[config.mk]
export PLATFORM = sky130hd
export DESIGN_NAME = tag_array_ctrl_flat
export DESIGN_NICKNAME = d
export VERILOG_FILES = /design/src/rtl/tag_array_ctrl_if.sv /design/src/rtl/tag_array_ctrl.sv /design/src/flat_wrapper.sv
export SDC_FILE = /design/constraint.sdc
export NUM_CORES = 1
export LEC_CHECK = 0
export BUFFER_PORTS_ARGS = -buffer_cell sky130_fd_sc_hd__buf_2
export CORE_ASPECT_RATIO = 0.75
export CORE_MARGIN = 4
export CORE_UTILIZATION = 45
export DETAILED_ROUTE_END_ITERATION = 12
export PLACE_DENSITY = 0.86
export SYNTH_ARGS = -nofsm -noshare
export SYNTH_HDL_FRONTEND = slang
export SYNTH_SLANG_ARGS = --single-unit
[constraint.sdc]
create_clock -name clk -period 1.55 [get_ports clk]
set_clock_uncertainty 0.05 [all_clocks]
set_input_delay 0 -clock clk [delete_from_list [all_inputs] [get_ports clk]]
set_output_delay 0 -clock clk [all_outputs]
set_load 0.01 [all_outputs]
[src/rtl/tag_array_ctrl_if.sv]
// Lookup/update request and lookup response bundle between the cache pipeline and tag_array_ctrl.
// Latency: none inside the interface; the response follows a lookup grant by one cycle.
// Backpressure: lkp_ready/upd_ready pulse only in the cycle a request is accepted.
// Ports: lkp_* lookup request, upd_* tag write request, rsp_* lookup result.
interface tag_array_ctrl_if #(
  parameter int ADDR_WIDTH = 4,
  parameter int TAG_WIDTH  = 21
);
  logic                  lkp_valid;
  logic                  lkp_ready;
  logic [ADDR_WIDTH-1:0] lkp_set;
  logic [TAG_WIDTH-1:0]  lkp_tag;
  logic                  upd_valid;
  logic                  upd_ready;
  logic [ADDR_WIDTH-1:0] upd_set;
  logic [TAG_WIDTH+1:0]  upd_word;
  logic                  rsp_valid;
  logic                  rsp_hit;
  logic                  rsp_dirty;
  logic [TAG_WIDTH-1:0]  rsp_tag;

  // Requester side (cache pipeline / fill engine).
  modport master (
    output lkp_valid, lkp_set, lkp_tag, upd_valid, upd_set, upd_word,
    input  lkp_ready, upd_ready, rsp_valid, rsp_hit, rsp_dirty, rsp_tag
  );

  // Controller side.
  modport slave (
    input  lkp_valid, lkp_set, lkp_tag, upd_valid, upd_set, upd_word,
    output lkp_ready, upd_ready, rsp_valid, rsp_hit, rsp_dirty, rsp_tag
  );
endinterface

[src/rtl/tag_array_ctrl.sv]
// Sequencer/arbiter for a single-port tag SRAM: clear sweep after reset/flush, then lookup/update sharing.
// Latency: SRAM access issued in the grant cycle; lookup response valid exactly one cycle later.
// Backpressure: no grants while sweeping or on a flush cycle; contended cycles alternate round-robin.
// Ports: clk/rst, flush_req/busy, tif (lookup/update/response bundle), sram_* to the SRAM RW port.
module tag_array_ctrl #(
  parameter int SETS       = 16,
  parameter int ADDR_WIDTH = 4,
  parameter int TAG_WIDTH  = 21
) (
  input  logic                  clk,
  input  logic                  rst,
  input  logic                  flush_req,
  output logic                  busy,
  tag_array_ctrl_if.slave       tif,
  output logic                  sram_csb0,
  output logic                  sram_web0,
  output logic [ADDR_WIDTH-1:0] sram_addr0,
  output logic [TAG_WIDTH+1:0]  sram_din0,
  input  logic [TAG_WIDTH+1:0]  sram_dout0
);

  typedef enum logic {CLEAR, IDLE} state_t;

  state_t                state_q, state_d;
  logic [ADDR_WIDTH-1:0] cnt_q, cnt_d;
  logic                  ptr_upd_q, ptr_upd_d;  // 1: update wins the next contended cycle
  logic [ADDR_WIDTH-1:0] addr_q;                 // last driven SRAM address, held when idle
  logic [TAG_WIDTH+1:0]  din_q;                  // last driven SRAM write data, held when idle
  logic [TAG_WIDTH-1:0]  lkp_tag_q;
  logic                  rsp_valid_q;
  logic                  grant_upd, grant_lkp;

  always_comb begin
    state_d       = state_q;
    cnt_d         = cnt_q;
    ptr_upd_d     = ptr_upd_q;
    busy          = 1'b1;
    tif.lkp_ready = 1'b0;
    tif.upd_ready = 1'b0;
    grant_upd     = 1'b0;
    grant_lkp     = 1'b0;
    sram_csb0     = 1'b1;
    sram_web0     = 1'b1;
    sram_addr0    = addr_q;
    sram_din0     = din_q;

    if (rst) begin
      // Outputs show their reset values for as long as rst is held.
      sram_addr0 = '0;
      sram_din0  = '0;
    end else begin
      case (state_q)
        CLEAR: begin
          sram_csb0  = 1'b0;
          sram_web0  = 1'b0;
          sram_addr0 = cnt_q;
          sram_din0  = '0;
          cnt_d      = cnt_q + 1'b1;
          if (cnt_q == ADDR_WIDTH'(SETS - 1)) state_d = IDLE;
        end
        IDLE: begin
          busy = 1'b0;
          if (flush_req) begin
            state_d = CLEAR;
            cnt_d   = '0;
          end else begin
            grant_upd = tif.upd_valid && (!tif.lkp_valid || ptr_upd_q);
            grant_lkp = tif.lkp_valid && !grant_upd;
            // Pointer moves only when both sides competed.
            if (tif.upd_valid && tif.lkp_valid) ptr_upd_d = !ptr_upd_q;
            if (grant_upd) begin
              tif.upd_ready = 1'b1;
              sram_csb0     = 1'b0;
              sram_web0     = 1'b0;
              sram_addr0    = tif.upd_set;
              sram_din0     = tif.upd_word;
            end
            if (grant_lkp) begin
              tif.lkp_ready = 1'b1;
              sram_csb0     = 1'b0;
              sram_addr0    = tif.lkp_set;
            end
          end
        end
        default: state_d = CLEAR;
      endcase
    end
  end

  always_ff @(posedge clk) begin
    if (rst) begin
      state_q     <= CLEAR;
      cnt_q       <= '0;
      ptr_upd_q   <= 1'b1;
      addr_q      <= '0;
      din_q       <= '0;
      lkp_tag_q   <= '0;
      rsp_valid_q <= 1'b0;
    end else begin
      state_q     <= state_d;
      cnt_q       <= cnt_d;
      ptr_upd_q   <= ptr_upd_d;
      addr_q      <= sram_addr0;
      din_q       <= sram_din0;
      rsp_valid_q <= grant_lkp;
      if (grant_lkp) lkp_tag_q <= tif.lkp_tag;
    end
  end

  // The SRAM returns the word the cycle after the read, so the compare uses the registered tag.
  assign tif.rsp_valid = rsp_valid_q && !rst;
  assign tif.rsp_dirty = sram_dout0[TAG_WIDTH];
  assign tif.rsp_tag   = sram_dout0[TAG_WIDTH-1:0];
  assign tif.rsp_hit   = sram_dout0[TAG_WIDTH+1] && (sram_dout0[TAG_WIDTH-1:0] == lkp_tag_q);

endmodule
[src/flat_wrapper.sv]
// flat-port wrapper written by rule: the top's interface ports become plain ports
module tag_array_ctrl_flat 
#(
  parameter int SETS       = 16,
  parameter int ADDR_WIDTH = 4,
  parameter int TAG_WIDTH  = 21
)
  (clk, rst, flush_req, busy, sram_csb0, sram_web0, sram_addr0, sram_din0, sram_dout0, tif_lkp_valid, tif_lkp_set, tif_lkp_tag, tif_upd_valid, tif_upd_set, tif_upd_word, tif_lkp_ready, tif_upd_ready, tif_rsp_valid, tif_rsp_hit, tif_rsp_dirty, tif_rsp_tag);
  tag_array_ctrl_if #(.ADDR_WIDTH(ADDR_WIDTH), .TAG_WIDTH(TAG_WIDTH)) tif_i ();
  input  logic clk;
  input  logic rst;
  input  logic flush_req;
  output logic busy;
  output logic sram_csb0;
  output logic sram_web0;
  output logic [ADDR_WIDTH-1:0] sram_addr0;
  output logic [TAG_WIDTH+1:0] sram_din0;
  input  logic [TAG_WIDTH+1:0] sram_dout0;
  input wire logic [$bits(tif_i.lkp_valid)-1:0] tif_lkp_valid;
  input wire logic [$bits(tif_i.lkp_set)-1:0] tif_lkp_set;
  input wire logic [$bits(tif_i.lkp_tag)-1:0] tif_lkp_tag;
  input wire logic [$bits(tif_i.upd_valid)-1:0] tif_upd_valid;
  input wire logic [$bits(tif_i.upd_set)-1:0] tif_upd_set;
  input wire logic [$bits(tif_i.upd_word)-1:0] tif_upd_word;
  output wire logic [$bits(tif_i.lkp_ready)-1:0] tif_lkp_ready;
  output wire logic [$bits(tif_i.upd_ready)-1:0] tif_upd_ready;
  output wire logic [$bits(tif_i.rsp_valid)-1:0] tif_rsp_valid;
  output wire logic [$bits(tif_i.rsp_hit)-1:0] tif_rsp_hit;
  output wire logic [$bits(tif_i.rsp_dirty)-1:0] tif_rsp_dirty;
  output wire logic [$bits(tif_i.rsp_tag)-1:0] tif_rsp_tag;
  assign tif_i.lkp_valid = tif_lkp_valid;
  assign tif_i.lkp_set = tif_lkp_set;
  assign tif_i.lkp_tag = tif_lkp_tag;
  assign tif_i.upd_valid = tif_upd_valid;
  assign tif_i.upd_set = tif_upd_set;
  assign tif_i.upd_word = tif_upd_word;
  assign tif_lkp_ready = tif_i.lkp_ready;
  assign tif_upd_ready = tif_i.upd_ready;
  assign tif_rsp_valid = tif_i.rsp_valid;
  assign tif_rsp_hit = tif_i.rsp_hit;
  assign tif_rsp_dirty = tif_i.rsp_dirty;
  assign tif_rsp_tag = tif_i.rsp_tag;
  tag_array_ctrl #(.SETS(SETS), .ADDR_WIDTH(ADDR_WIDTH), .TAG_WIDTH(TAG_WIDTH)) u_core (.clk(clk), .rst(rst), .flush_req(flush_req), .busy(busy), .tif(tif_i), .sram_csb0(sram_csb0), .sram_web0(sram_web0), .sram_addr0(sram_addr0), .sram_din0(sram_din0), .sram_dout0(sram_dout0));
endmodule
* After elaboration in Yosys (flattened, before gate mapping)
Index checks and enable logic that the tools add are counted.
Widths: inputs -> output; s select.
** Word-level totals
- Bits in registers :: 55
- Input port bits :: 80
- Output and inout bits :: 56
** Operators by class
- $add $sub $neg :: 1
- Equality and inequality tests :: 3
- Mux-type cells :: 35
- Bitwise operators :: 2
- Reduce and logical (&&, ||, !) cells :: 11
** Operators with widths (number)
- $mux 23 :: 3
- $pmux 23 s2 :: 1
- $eq 21x21->1 :: 1
- $mux 1 :: 21
- $mux 4 :: 5
- $pmux 4 s2 :: 2
- $pmux 1 s2 :: 3
- $logic_and 1x1->1 :: 5
- $add 4x1->4 const B :: 1
- $eq 4x4->1 const B :: 1
- $logic_not 1->1 :: 4
- $reduce_and 3->1 :: 1
- $ne 2x2->1 const B :: 1
- $not 1->1 :: 2
- $logic_or 1x1->1 :: 1

* Depth between registers and ports, before layout
Gate-level depths: netlist of run 1.
- Depth in word-level cells :: 9
- Depth in mapped cells :: 6

* Worst setup path after synthesis of run 1
Ideal clock, no wire load.
- Path type :: flip-flop to output port
- Start point :: reg u_core.ptr_upd_q
- End point :: out sram_addr0[0]
- Arrival :: 1.398 ns
- Slack :: 0.102 ns
- Stages on the path, launching flop included :: 5
- Cell sequence :: dfxtp_1 > nand2b_1 > nand2_1 > o22ai_1 > a2111oi_0
** Between the ends
- Cells in the longest elaborated chain, start to end :: 8
- Elaborated cells on any way between the ends :: 9
- Classes of those cells :: mux (5); reduce/logical (4)
** RTL lines
- from (decl) :: RTL line tag_array_ctrl.sv:26 : logic ptr_upd_q, ptr_upd_d;
- from (signal assigned) :: RTL line tag_array_ctrl.sv:102 : ptr_upd_q <= ptr_upd_d;
- $logic_or 1x1->1 (*) :: RTL line tag_array_ctrl.sv:67 : grant_upd = tif.upd_valid && (!tif.lkp_valid || ptr_upd_q);
- $logic_and 1x1->1 (*) :: RTL line tag_array_ctrl.sv:67
- $logic_not 1->1 :: RTL line tag_array_ctrl.sv:68 : grant_lkp = tif.lkp_valid && !grant_upd;
- $logic_and 1x1->1 :: RTL line tag_array_ctrl.sv:68
- $mux 4 (*) :: RTL line tag_array_ctrl.sv:78 : if (grant_lkp) begin
- $mux 4 (*) :: RTL line tag_array_ctrl.sv:63 : if (flush_req) begin
- $pmux 4 s2 (*) :: RTL line tag_array_ctrl.sv:52 : case (state_q)
- $mux 4 (*) :: RTL line tag_array_ctrl.sv:47 : if (rst) begin
- to (decl) :: RTL line flat_wrapper.sv:16 : output logic [ADDR_WIDTH-1:0] sram_addr0;
Every way passes the cells marked *; elsewhere a longest branch is shown, timed or not.

* Worst setup path in the final report of run 1
- Start point :: reg u_core.ptr_upd_q
- End point :: out sram_din0[21]
** Between the ends
- Cells in the longest elaborated chain, start to end :: 6
** RTL lines
- $logic_or 1x1->1 :: RTL line tag_array_ctrl.sv:67
- $logic_and 1x1->1 :: RTL line tag_array_ctrl.sv:67
- $mux 23 :: RTL line tag_array_ctrl.sv:71 : if (grant_upd) begin
- $mux 23 :: RTL line tag_array_ctrl.sv:63
- $pmux 23 s2 :: RTL line tag_array_ctrl.sv:52
- $mux 23 :: RTL line tag_array_ctrl.sv:47
- to (decl) :: RTL line flat_wrapper.sv:17 : output logic [TAG_WIDTH+1:0] sram_din0;
Every way passes these cells.

==> flow_metrics.py, run 1 <==
metrics = {
    "status": {
        "status": "complete, but fails checks",
        "violations": "setup timing",
    },
    "cells_and_area": {
        "nFillCells": 419,
        "final_common_cell": "buf_2",
        "stdcell_count": 569,
        "final_cell_mix": "133 x buf_2, 87 x nand2_1, 57 x a21oi_1, 50 x dfxtp_1, 47 x dlygate4sd3_1",
        "multi_input_area_um2": 1430,
        "design_area_um2": 3990,
        "antenna_cells": 0,
        "drive_gt1_share_pct": 37.9,
        "area_delta_synth_final_pct": 52.2,
        "fin_util_pct": 72.5,
        "fin_nets": 574,
        "seq_area_um2": 1110,
    },
    "setup_path": {
        "worstPathArrival_ps": 1620,
        "worst_path_max_delay_cell": "dfxtp_2",
        "cp-end-kind": "output pin",
        "path_cells": "nand2b_4 -> and3b_2 -> buf_12 -> nand2_1 -> a21oi_2 -> buf_2",
        "cp.required_ps": 1500,
        "path_max_fanout": 23,
        "path_class": "reg2out",
        "cpPeakStageDelay_ps": 370,
        "startpoint_type": "flip-flop",
    },
    "yosys": {
        "synth_warnings": 0,
        "synth_area_um2": 2620,
        "avgSynthCellArea_um2": 7.70,
        "synth_cell_types": 29,
        "ys_seq_area_share_pct": 42.1,
        "synth-seq-cells": 55,
        "syn_inst": 340,
        "synth_fp_nets": 421,
    },
    "pwr": {
        "p_int_mw": 1.97,
        "seqPwrFrac_pct": 53.8,
        "powerDensity_nw_per_um2": 666,
        "p_total_mw": 2.66,
        "p_leak_nw": 1.68,
        "p_switching_uw": 688,
        "vdd_drop_max_uv": 488,
        "combPwrFrac_pct": 16.3,
        "swShare_pct": 25.9,
        "clockPowerShare_pct": 29.8,
    },
    "floorplanning": {
        "fp-row-count": 23,
        "core_um2": 5500,
        "fp.dieArea_um2": 7110,
        "io_pins": 136,
        "die_x_um": 96.1,
        "initial_core_util_pct": 47.6,
        "die_h_um": 74.1,
    },
    "route": {
        "routedWlPerCell_um": 15.1,
        "vias_per_cell": 5.11,
        "dr.pass1.iters": 4,
        "drt_wl_total_um": 8570,
        "post-route-drc-count": 0,
        "vias": 2910,
        "drt.antenna.violating_nets": 0,
        "drt_iter0_markers": 82,
    },
    "timing": {
        "fin_crit_ps": 1670,
        "tightestPinTransition_ps": 421,
        "setup_ws_ps": -123,
        "tns_ps": -1520,
        "rsz0062_at_grt": "yes",
        "whs_ps": 64.5,
        "relSlewSlack_pct": 71.2,
        "finalHoldViolCount": 0,
        "fin_crit_sh_pct": 108,
        "drv_slew": 0,
        "max_freq_mhz": 598,
        "setup_viol": 29,
    },
    "grt": {
        "grt_use_total_pct": 23.2,
        "grt-ovfl-total": 0,
        "grt_max_degree": 48,
        "grt_pass1_wl_um": 12900,
        "antenna_found_initial": 0,
        "grt_pass1_vias": 2841,
    },
    "clock_network": {
        "cts_sinks": 55,
        "cts_tree": "yes",
        "root_buffer": "clkbuf_8",
        "htreeDepth": 2,
        "path_clk_slew_ps": 100,
        "clock_path_buffers": 2,
        "cts_made_buffers": 5,
        "clkLatencyLatePin_ps": 300,
    },
    "placed_design": {
        "dp.cells": 513,
        "portBuffers": 133,
        "dpl_worst_slack_ps": 42.3,
        "routabilityCongestion": 0.776,
        "postPlaceCellArea_um2": 3220,
        "hpwl_um": 5090,
    },
    "run": {
        "cap_violations": 0,
    },
    "min_path": {
        "min_path_type": "in2reg",
    },
}
routing by layer:
metal  GRT usage (%)  vias up  part of all wire (%)
met5               0        -                     0
li1                -     1426                     -
met2            43.1      133                    51
met3            6.17       26                   7.7
met4            8.99        0                   3.3
met1            25.3     1325                    38
area by class of cell:
cell class / instances / area share (%)
multi-input combinational: 242 / 35.9
tap: 75 / 2.35
timing repair buffer: 189 / 31.6
sequential: 55 / 27.8
clock inverter: 3 / 0.502
clock buffer: 5 / 1.73
sequential cells by signal, summed over array words and instances, names as in the netlist:
register	flops
u_core.rsp_valid_q	1
u_core.state_q	1
u_core.lkp_tag_q	21
u_core.din_q	23
u_core.addr_q	4
u_core.cnt_q	4
u_core.ptr_upd_q	1
critical path, delay by kind of cell (launching register included):
family,cells,cell delay (ps)
simple gates,3,470
flops,1,370
buf+inv,2,320
compound gates,1,160
cells in the mapped netlist:
cell type | instances | area, um^2
nand2_1 | 90 | 338
a21oi_1 | 70 | 350
dfxtp_1 | 55 | 1100
buf_4 | 24 | 180
xor2_1 | 21 | 184
nor2_1 | 16 | 60.1
buf_2 | 9 | 45.0
a2111oi_0 | 8 | 70.1
clkbuf_1 | 8 | 30.0
nand2b_1 | 5 | 31.3
nor4_1 | 5 | 31.3
nand3_1 | 4 | 20.0
o22ai_1 | 4 | 25.0
nor2b_1 | 3 | 18.8
buf_1 | 2 | 7.51
nand3b_1 | 2 | 15.0
xnor2_1 | 2 | 17.5
a21bo_2 | 1 | 10.0
a21o_1 | 1 | 7.51
and3b_1 | 1 | 8.76
ha_1 | 1 | 12.5
nand4_1 | 1 | 6.26
nor3_1 | 1 | 5.00
o211ai_1 | 1 | 7.51
o21ai_0 | 1 | 5.00
o21ai_2 | 1 | 8.76
o22a_1 | 1 | 8.76
or2_1 | 1 | 6.26
or2_2 | 1 | 6.26
logic make-up after synthesis:
logic type | after synthesis | share of synthesized area, %
xor gates and xnor gates | 23 | 7.70
buffers and inverters | 43 | 10.0
DFF | 55 | 42.1
AOI/OAI and AO/OA | 88 | 18.8
adders and majority gates | 1 | 0.478
and+or+nand+nor | 130 | 20.9
power groups by stage:
stage	logic, mW	clock network [mW]	registers (mW)
finish	0.434	0.793	1.43
global route	0.467	0.883	1.43
CTS	0.414	0.823	1.43
detailed placement	0.298	0	1.46
global placement	0.293	0	1.46
floorplan	0.161	0	1.46
worst paths after layout:
check	from	end	slack (ps)	cells past startpoint
max reg2reg	u_core.ptr_upd_q$_SDFFE_PP1P_	u_core.addr_q[1]$_SDFF_PP0_	170	4
min reg2reg	u_core.din_q[10]$_SDFF_PP0_	u_core.din_q[10]$_SDFF_PP0_	420	2
min	rst	u_core.addr_q[0]$_SDFF_PP0_	60	2
max	u_core.ptr_upd_q$_SDFFE_PP1P_	sram_din0[21]	-120	6
timing repair:
action	CTS	global route
endpoints found under the setup margin	29	31
pin swaps	8	7
gates cloned	0	0
gates resized for setup	28	17
setup buffers	0	1
endpoints found under the hold margin	46	0
hold buffers	47	0
No activity file was read; power rests on OpenSTA's default activity.
==> run 2: changes to the inputs <==
Settings changed: ABC_CLOCK_PERIOD_IN_PS set to 1550, CORE_ASPECT_RATIO 0.75 to not set, CTS_CLUSTER_DIAMETER set to 40.
==> run 2 against run 1 <==
Compared with the run above:
- critical endpoint is now sram_din0[11]
- the run still ends with setup timing left
- flip-flop and latch count did not move
- setup slack improved by 1.8 ps
- non-clock buffer count rose by 1
- highest routed layer unchanged
- worst hold slack got worse by 55 ps
- sequential power barely moved
==> flow_metrics.py, run 2 (synthesis gave the netlist of run 1 again) <==
metrics = {
    "floorplanning": {
        "die_h_um": 84.3,
        "fp-row-count": 27,
        "initial_core_util_pct": 47.0,
        "die_x_um": 84.3,
        "fp.dieArea_um2": 7100,
        "io_pins": 136,
        "core_um2": 5570,
    },
    "timing": {
        "rsz0062_at_grt": "yes",
        "setup_viol": 29,
        "fin_crit_sh_pct": 108,
        "max_freq_mhz": 598,
        "setup_ws_ps": -122,
        "whs_ps": 9.28,
        "finalHoldViolCount": 0,
        "tightestPinTransition_ps": 467,
        "drv_slew": 0,
        "fin_crit_ps": 1670,
        "relSlewSlack_pct": 68.8,
    },
    "route": {
        "drt_wl_total_um": 8500,
        "drt.antenna.violating_nets": 0,
        "post-route-drc-count": 0,
        "drt_iter0_markers": 78,
        "routedWlPerCell_um": 15.0,
        "vias_per_cell": 5.16,
        "dr.pass1.iters": 4,
        "vias": 2930,
    },
    "status": {
        "status": "complete, but fails checks",
        "violations": "setup timing",
    },
    "placed_design": {
        "routabilityCongestion": 0.882,
        "dpl_worst_slack_ps": -19.8,
        "portBuffers": 133,
        "postPlaceCellArea_um2": 3200,
        "hpwl_um": 5020,
    },
    "clock_network": {
        "clkLatencyLatePin_ps": 310,
        "htreeDepth": 2,
        "path_clk_slew_ps": 100,
        "cts_sinks": 55,
        "root_buffer": "clkbuf_8",
        "cts_made_buffers": 5,
        "cts_tree": "yes",
        "clock_path_buffers": 2,
    },
    "setup_path": {
        "startpoint_type": "flip-flop",
        "cp-end-kind": "output pin",
        "cpPeakStageDelay_ps": 350,
        "worstPathArrival_ps": 1620,
        "path_cells": "nand2b_4 -> nand3b_1 -> buf_6 -> buf_12 -> nand2_1 -> a21oi_1 -> buf_2",
        "worst_path_max_delay_cell": "dfxtp_2",
        "path_class": "reg2out",
        "cp.required_ps": 1500,
        "path_max_fanout": 6,
    },
    "run": {
        "cap_violations": 0,
    },
    "cells_and_area": {
        "drive_gt1_share_pct": 37.8,
        "largest_reg_flops": 23,
        "area_delta_synth_final_pct": 53.4,
        "top_register": "u_core.din_q",
        "design_area_um2": 4020,
        "fin_nets": 575,
        "final_common_cell": "buf_2",
        "final_cell_mix": "132 x buf_2, 81 x nand2_1, 64 x a21oi_1, 51 x dfxtp_1, 45 x dlygate4sd3_1",
        "largestRegisters": "u_core.din_q x23, u_core.lkp_tag_q x21",
    },
    "grt": {
        "grt-ovfl-total": 0,
        "grt_pass1_vias": 2924,
        "antenna_found_initial": 0,
        "grt_max_degree": 48,
        "grt_pass1_wl_um": 13300,
        "grt_use_total_pct": 22.8,
    },
    "pwr": {
        "powerDensity_nw_per_um2": 707,
        "p_leak_nw": 1.72,
        "vdd_drop_max_uv": 429,
    },
    "min_path": {
        "min_path_type": "in2reg",
    },
}
-- run 2: cell types whose count changed in the layout (fill, tap and decap cells not counted), sizes merged --
cell	previous run	this run
buf	142	143
clkinv	1	2
dlygate4sd3	47	45
clkinvlp	2	0
clkbuf	5	7
bufinv	0	1
diode	0	1
-- run 2: worst paths after layout --
kind	from	end	slack, ps	cells after the start
max reg2reg	u_core.ptr_upd_q$_SDFFE_PP1P_	u_core.lkp_tag_q[19]$_SDFFE_PP0P_	240	5
min	flush_req	u_core.cnt_q[3]$_SDFFE_PP0P_	9	3
max	u_core.ptr_upd_q$_SDFFE_PP1P_	sram_din0[11]	-120	7
min reg2reg	u_core.din_q[22]$_SDFF_PP0_	u_core.din_q[22]$_SDFF_PP0_	420	2
-- run 2: where the power goes --
part           internal, mW  total, mW  switching [mW]
Combinational         0.242      0.448           0.206
Sequential             1.42       1.43         0.00938
Clock                 0.482      0.961           0.479
Total                  2.15       2.84           0.695
-- run 2: area by class of cell --
cell class / count / area [um^2]
Multi-Input combinational cell: 242 / 1410
Tap cell: 72 / 90.1
Timing Repair Buffer: 190 / 1290
Antenna cell: 1 / 2.50
Clock inverter: 3 / 43.8
Fill cell: 394 / 1560
Sequential cell: 55 / 1110
Clock buffer: 5 / 68.8
-- run 2: worst max-delay path: cells and delay by family, from the launching register on --
family,cells,cell delay (ps)
buffers and inverters,3,440
AND/OR/NAND/NOR,3,350
AO/OA/AOI/OAI,1,180
flip-flops,1,350
-- run 2: layer usage --
layer	GRT usage, %	routed length (um)	vias to the layer above
met5	0	0	-
met4	8.48	224	0
met3	5.10	603	22
met2	42.8	4380	144
met1	24.8	3290	1338
li1	-	-	1426
-- run 2: stage by stage --
stage                     power [mW]  utilization (%)  TNS, ps  std cells
after floorplan                 1.62                -        0        340
after global placement          1.76             57.3        0        510
after detailed placement        1.76             57.3    -19.8        510
after CTS                       2.81             69.7    -1120        563
after global routing            2.95             72.0    -4230        567
final                           2.84             72.0    -1920        568
-- run 2: repair_timing --
| action | in CTS | in global routing |
|---|---|---|
| pin swaps | 7 | 10 |
| endpoints found under the setup margin | 29 | 30 |
| endpoints found under the hold margin | 45 | 0 |
| resized for setup | 28 | 18 |
| cloned | 0 | 3 |
| hold buffers | 45 | 0 |
| setup buffers | 0 | 1 |
